`config.mk`:
```
export PLATFORM = sky130hd
export DESIGN_NAME = pipe_stage_buf
export DESIGN_NICKNAME = d
export VERILOG_FILES = /design/src/rtl/pipe_stage_buf.sv
export SDC_FILE = /design/constraint.sdc
export NUM_CORES = 1
export LEC_CHECK = 0
export ABC_AREA = 1
export ABC_CLOCK_PERIOD_IN_PS = 1800
export CELL_PAD_IN_SITES_DETAIL_PLACEMENT = 1
export CELL_PAD_IN_SITES_GLOBAL_PLACEMENT = 2
export CORE_ASPECT_RATIO = 0.8
export CORE_UTILIZATION = 26
export DETAILED_ROUTE_END_ITERATION = 10
export PLACE_DENSITY = 0.81
export RECOVER_POWER = 100
export SLEW_MARGIN = 5
export SYNTH_ARGS = -nofsm -noshare
export SYNTH_HDL_FRONTEND = slang
export SYNTH_SLANG_ARGS = --single-unit
```
`constraint.sdc`:
```
create_clock -name clk_i -period 1.8 [get_ports clk_i]
set_input_delay 0.36 -clock clk_i [delete_from_list [all_inputs] [get_ports clk_i]]
set_output_delay 0.36 -clock clk_i [all_outputs]
set_load 0.01 [all_outputs]
```
`src/rtl/pipe_stage_buf.sv`:
```
`default_nettype none
// ============================================================================
//  Module   : pipe_stage_buf
//  Brief    : Parametrised inter-stage pipeline register with valid/ready
//             handshake, 2-entry skid buffer, flush with NOP injection and
//             an optional saturating stall-cycle counter (STAGE_PERF_EN).
//  Revision : 1.0 - initial release
// ============================================================================
module pipe_stage_buf #(
    parameter int                DATA_W  = 64,
    parameter logic [DATA_W-1:0] NOP_VAL = '0,
    parameter int                CNT_W   = 16
) (
    input  logic              clk_i,
    input  logic              rst_i,
    input  logic              flush_i,
    input  logic              up_valid_i,
    output logic              up_ready_o,
    input  logic [DATA_W-1:0] up_data_i,
    output logic              dn_valid_o,
    input  logic              dn_ready_i,
    output logic [DATA_W-1:0] dn_data_o,
    output logic [CNT_W-1:0]  stall_cnt_o
);

    // Occupancy: main register only, or main plus skid register.
    localparam logic [1:0] c_EMPTY = 2'd0;
    localparam logic [1:0] c_ONE   = 2'd1;
    localparam logic [1:0] c_FULL  = 2'd2;

    logic [1:0]        r_state;
    logic [1:0]        w_state_nxt;
    logic [DATA_W-1:0] r_main;
    logic [DATA_W-1:0] w_main_nxt;
    logic [DATA_W-1:0] r_skid;
    logic [DATA_W-1:0] w_skid_nxt;
    logic              w_accept;
    logic              w_drain;

    // Ready depends only on registered occupancy, so no dn_ready_i -> up_ready_o path.
    assign up_ready_o = rst_i & (r_state != c_FULL);
    assign dn_valid_o = (r_state != c_EMPTY);
    assign dn_data_o  = r_main;
    assign w_accept   = up_valid_i & up_ready_o;
    assign w_drain    = dn_valid_o & dn_ready_i;

    // Next occupancy and register contents; main falls back to NOP when it empties.
    always_comb begin
        w_state_nxt = r_state;
        w_main_nxt  = r_main;
        w_skid_nxt  = r_skid;
        case (r_state)
            c_EMPTY: begin
                if (w_accept) begin
                    w_state_nxt = c_ONE;
                    w_main_nxt  = up_data_i;
                end
            end
            c_ONE: begin
                if (w_accept && w_drain) begin
                    w_main_nxt  = up_data_i;
                end else if (w_accept) begin
                    w_state_nxt = c_FULL;
                    w_skid_nxt  = up_data_i;
                end else if (w_drain) begin
                    w_state_nxt = c_EMPTY;
                    w_main_nxt  = NOP_VAL;
                end
            end
            c_FULL: begin
                if (w_drain) begin
                    w_state_nxt = c_ONE;
                    w_main_nxt  = r_skid;
                    w_skid_nxt  = NOP_VAL;
                end
            end
            default: begin
                w_state_nxt = c_EMPTY;
                w_main_nxt  = NOP_VAL;
                w_skid_nxt  = NOP_VAL;
            end
        endcase
    end

    // State and payload registers; reset beats flush, flush beats any transfer.
    always_ff @(posedge clk_i) begin
        if (!rst_i || flush_i) begin
            r_state <= c_EMPTY;
            r_main  <= NOP_VAL;
            r_skid  <= NOP_VAL;
        end else begin
            r_state <= w_state_nxt;
            r_main  <= w_main_nxt;
            r_skid  <= w_skid_nxt;
        end
    end

`ifdef STAGE_PERF_EN
    logic [CNT_W-1:0] r_stall_cnt;

    // Count cycles where a valid payload is held back; saturate, cleared by reset only.
    always_ff @(posedge clk_i) begin
        if (!rst_i) begin
            r_stall_cnt <= '0;
        end else if (dn_valid_o && !dn_ready_i && (r_stall_cnt != {CNT_W{1'b1}})) begin
            r_stall_cnt <= r_stall_cnt + CNT_W'(1);
        end
    end

    assign stall_cnt_o = r_stall_cnt;
`else
    assign stall_cnt_o = '0;
`endif

endmodule
`default_nettype wire

```
### Yosys cells after proc, flatten, opt, wreduce, memory -nomap -nowiden

Cells that the tools add are included.

| cells by class | value |
|---|---|
| eq/ne operators | 10 |
| multiplexer cells | 14 |
| bitwise gates (word level) | 4 |
| reduce and logical (&&, ||, !) cells | 8 |

Operator list:

| kind | count |
|---|---|
| 64-bit 2-to-1 mux | 6 |
| 64-bit case mux with 3 select lines | 2 |
| 4-bit AND reduction | 3 |
| 2-bit 2-to-1 mux | 5 |
| 2-bit inequality test, second input constant | 5 |
| 3-bit inequality test, second input constant | 3 |
| 2-bit case mux with 3 select lines | 1 |
| 1-bit bitwise AND | 3 |
| 2-bit by 1-bit == test with 1-bit output, second input constant | 1 |
| 2-bit == test, second input constant | 1 |
| 2-bit zero test | 1 |
| 2-bit nonzero test | 1 |
| 1-bit logical AND | 1 |
| 1-bit zero test | 1 |
| 1-bit logical OR | 1 |
| 1-bit inverter | 1 |

| storage, ports and cells | value |
|---|---|
| flip-flop bits (word level) | 130 |
| bits of input ports | 69 |
| word-level logic and storage cells | 39 |

### Longest topological paths before layout

| depth | value |
|---|---|
| depth in word-level cells | 6 |
| gate-level depth with buffers | 11 |
| depth with buffers taken out | 9 |

### Worst setup path after synthesis

OpenSTA, ideal clock, no wires.

| timing | value |
|---|---|
| path kind | flip-flop to flip-flop |
| from | reg r_state[1] |
| to | reg r_skid[28] |
| arrival | 1288 ps |
| required time | 1687 ps |
| setup slack | 399 ps |
| stages on the path, launching flop included | 12 |
| path through | dfxtp_1 > inv_2 > nand2_2 > nand2_1 > nor2_2 > nand2_2 > nand3_2 > buf_6 > buf_6 > nand2_1 > nand2_1 > nor2_1 |

| between the ends | value |
|---|---|
| longest elaborated chain between the ends | 6 |
| elaborated cells between the ends (all ways) | 15 |

Ends and longest elaborated chain:

| element | line | text |
|---|---|---|
| from (decl) | 31 | `logic [1:0] r_state;` |
| from (signal assigned) | 88 | `r_state <= c_EMPTY;` |
| from (signal assigned) | 92 | `r_state <= w_state_nxt;` |
| 2-bit inequality test | 41 | `assign up_ready_o = rst_i & (r_state != c_FULL);` |
| 1-bit bitwise AND | 41 |  |
| 1-bit bitwise AND | 44 | `assign w_accept = up_valid_i & up_ready_o;` |
| 1-bit logical AND | 60 | `if (w_accept && w_drain) begin` |
| 2-bit inequality test (no source line) | n/a |  |
| 4-bit AND reduction (no source line) | n/a |  |
| to (signal assigned) | 94 | `r_skid <= w_skid_nxt;` |
| to (decl) | 35 | `logic [DATA_W-1:0] r_skid;` |

Several ways; a longest one is shown, not always the timed one.
A chain may end at the register's enable or synchronous reset.

### Final worst setup path

| timing | value |
|---|---|
| from | reg r_main[0] (netlist: dn_data_o[0]) |
| to | out dn_data_o[0] |

RTL lines:

| element | line | text |
|---|---|---|
| from (decl) | 33 | `logic [DATA_W-1:0] r_main;` |
| from (signal assigned) | 93 | `r_main <= w_main_nxt;` |
| to (decl) | 22 | `output logic [DATA_W-1:0] dn_data_o,` |

No word-level cell between the ends.

==> metrics.txt <==
Final Setup Violations 0; initial antenna violation count 0; Iter 0 DRT Violations 200; cell area after synthesis ~0.0069 mm²; startpoint types flip-flop; delay-heaviest family, CP buffers and inverters; Routed WL between 20 and 25 mm; WS Path Type reg -> out; H-Tree Depth 4; RD Place Congestion between 0.7 and 0.8; Hold WC Path Type reg -> reg; DRC 0; I/O pins ~150; CTS Root Cell clkbuf_16; TritonCTS clock tree done; asr flop ratio synth 0%; post-synth top area cell dfxtp_1; area grow syn2layout 33.45%; initial core utilization a little over a quarter; Peak supply drop just over 600 µV; final design utilization about a third; largest net degree at the start of global routing 65; Setup Skew around 11 ps; core box area between 0.02 and 0.03 mm²; Routed Antenna Nets 0; pre-CTS setup slack -156.2 ps; setup total negative slack 0 ps; final worst-path cycle share 95.99%; internal reg-to-reg setup slack 160 ps; min Tclk post-route ~1700 ps; Buf/Inv on CP 1; Inserted Diodes 0; total global routing overflow 0; GR Util met3 2.963%; crit path max-delay cell type dlygate4sd3_1; global-route usage over all layers between 15 and 20%; Power Total 0.007502 W; FF+latch count, synth 130; maximum clock path buffer count 2; CTS clk-pin slew, worst paths 60 ps; first-pass detailed-route iteration total 4; row cnt 53; Final Hold Vio Count 0; CP peak stage delay a little over 600 ps; GR peak layer met2; status complete, no violations; CP cell instances dlygate4sd3_1; CP endpoint kind primary output; Die Height approximately 150 µm; Area contributors post-synth dfxtp_1, nand2_1, inv_1; post-detail-place hpwl approximately 14 mm; Most used DFF post-synth dfxtp_1; vias ~7000; Unique masters post-synth 19; Leak 4.602 nW; Final #Nets 1336; vias in the first global route between 6000 and 7000; synthesized area per cell 6.013 µm²; post-synthesis cell count 1155; met2 usage 28.15%; Final Slew Violations 0; worst slew pin tran a little over 600 ps; first-pass GRT wire length 36.51 mm; RSZ-0062 raised after global routing false; Hold Buf Count CTS 0; EDFF count, synth 0; CTS Sinks 130; Worst EP required approximately 1400 ps; Die W 184.7 µm; wire per inst 13.70 µm; met1 Use GR 22.71%; Num CTS Buffers 17; Seq/Total Area, Yosys between 30 and 40%; max-cap violations 0; Clock Latency Late Sink roughly 420 ps; top cell type's share of synthesized area 37.47%; Slew Limit Headroom 59.28%; synth warn 0; vias per inst 4.286; die footprint ~0.027 mm²; worst endpoint data arrival time between 1000 and 1500 ps; I/O Buffers roughly 130; CP Max Fanout 2; layout cell share with drive strength beyond 1 5.938%; pwr dens 809.4 mW/mm²; fmax about 580 MHz; final worst setup slack around 72 ps
-- metrics by stage --
stage	hold WS [ps]	cells	area [µm²]
floorplan	487.5	1170	7002
global placement	452.7	1605	8677
detailed placement	456.1	1605	8677
CTS	466.3	1637	9283
global route	481.7	1637	9269
finish	457.8	1637	9269
-- layout make-up --
type / count / area (µm²)
clock buffer: 22 / 474.2
clock inverter: 10 / 131.4
fill: 3384 / 16990
inverter: 213 / 799.5
multi-input combinational: 743 / 3114
sequential: 130 / 2605
tap: 357 / 446.7
timing repair buffer: 162 / 1698
-- power breakdown --
group,switching (W),internal [W]
clock,0.00136,0.00228
combinational,0.000509,0.000392
sequential,0.0000266,0.00293
total,0.00190,0.00560
-- cell usage after synthesis, types with 3 or more instances --
master and n:
buf_6 9, buf_1 19, nor2_1 190, clkbuf_1 12
nand2_2 3, inv_1 208, nand4_1 7, buf_4 30
a21oi_1 64, buf_2 14, dfxtp_1 130, inv_2 5
o22ai_1 64, nand3_2 3, nand2_1 392
-- placed cells by master, fill, tap and decap left out, types with 2 or more instances in the layout --
cell and instances:
dfxtp_2 2, nor2_4 2, buf_12 11, clkbuf_16 17, nor2_1 189, dlygate4sd2_1 2, clkinv_2 5, clkbuf_1 2
inv_2 6, nand4_1 7, conb_1 16, clkdlybuf4s50_1 112, a21oi_1 64, o22ai_1 64, bufinv_16 3, dfxtp_1 128
nand3_4 2, nand2_1 392, buf_4 14, dlygate4sd3_1 20, inv_1 207, clkbuf_8 3, nand2_2 3
-- path summary, 6_finish.rpt --
kind / end / start / cells past startpoint
max reg2reg: r_skid[32] / r_state[1] / 10
max: dn_data_o[0] / dn_data_o[0] / 1
min reg2reg: dn_data_o[8] / dn_data_o[8] / 2
min: dn_data_o[8] / dn_data_o[8] / 2
-- state kept, by name, summed over array words and instances (netlist names) --
name / flops
r_state: 2
dn_data_o: 64
r_skid: 64
-- metal layers --
| metal | up-vias | part of all wire, % | routed length [µm] |
|---|---|---|---|
| li1 | 3628 | - | - |
| met1 | 3250 | 50 | 11250 |
| met2 | 124 | 45 | 10170 |
| met3 | 14 | 3.8 | 860 |
| met4 | 0 | 0.66 | 148 |
| met5 | - | 0 | 0 |
-- logic make-up (layout without fill, tap and decap cells) --
kind of cell,after synthesis,count (layout),share of synthesized area [%]
AO/OA/AOI/OAI,130,130,10.61
buffers and inverters,297,407,18.90
flip-flops,130,130,37.47
other,1,16,0.05399
AND/OR/NAND/NOR,597,597,32.97
-- what timing repair did --
| item | in CTS | in global routing |
|---|---|---|
| endpoints found under the setup margin | 2 | 0 |
| resized for setup | 4 | 0 |
| buffers inserted | 0 | 0 |
(Power assumes the default switching activity.)
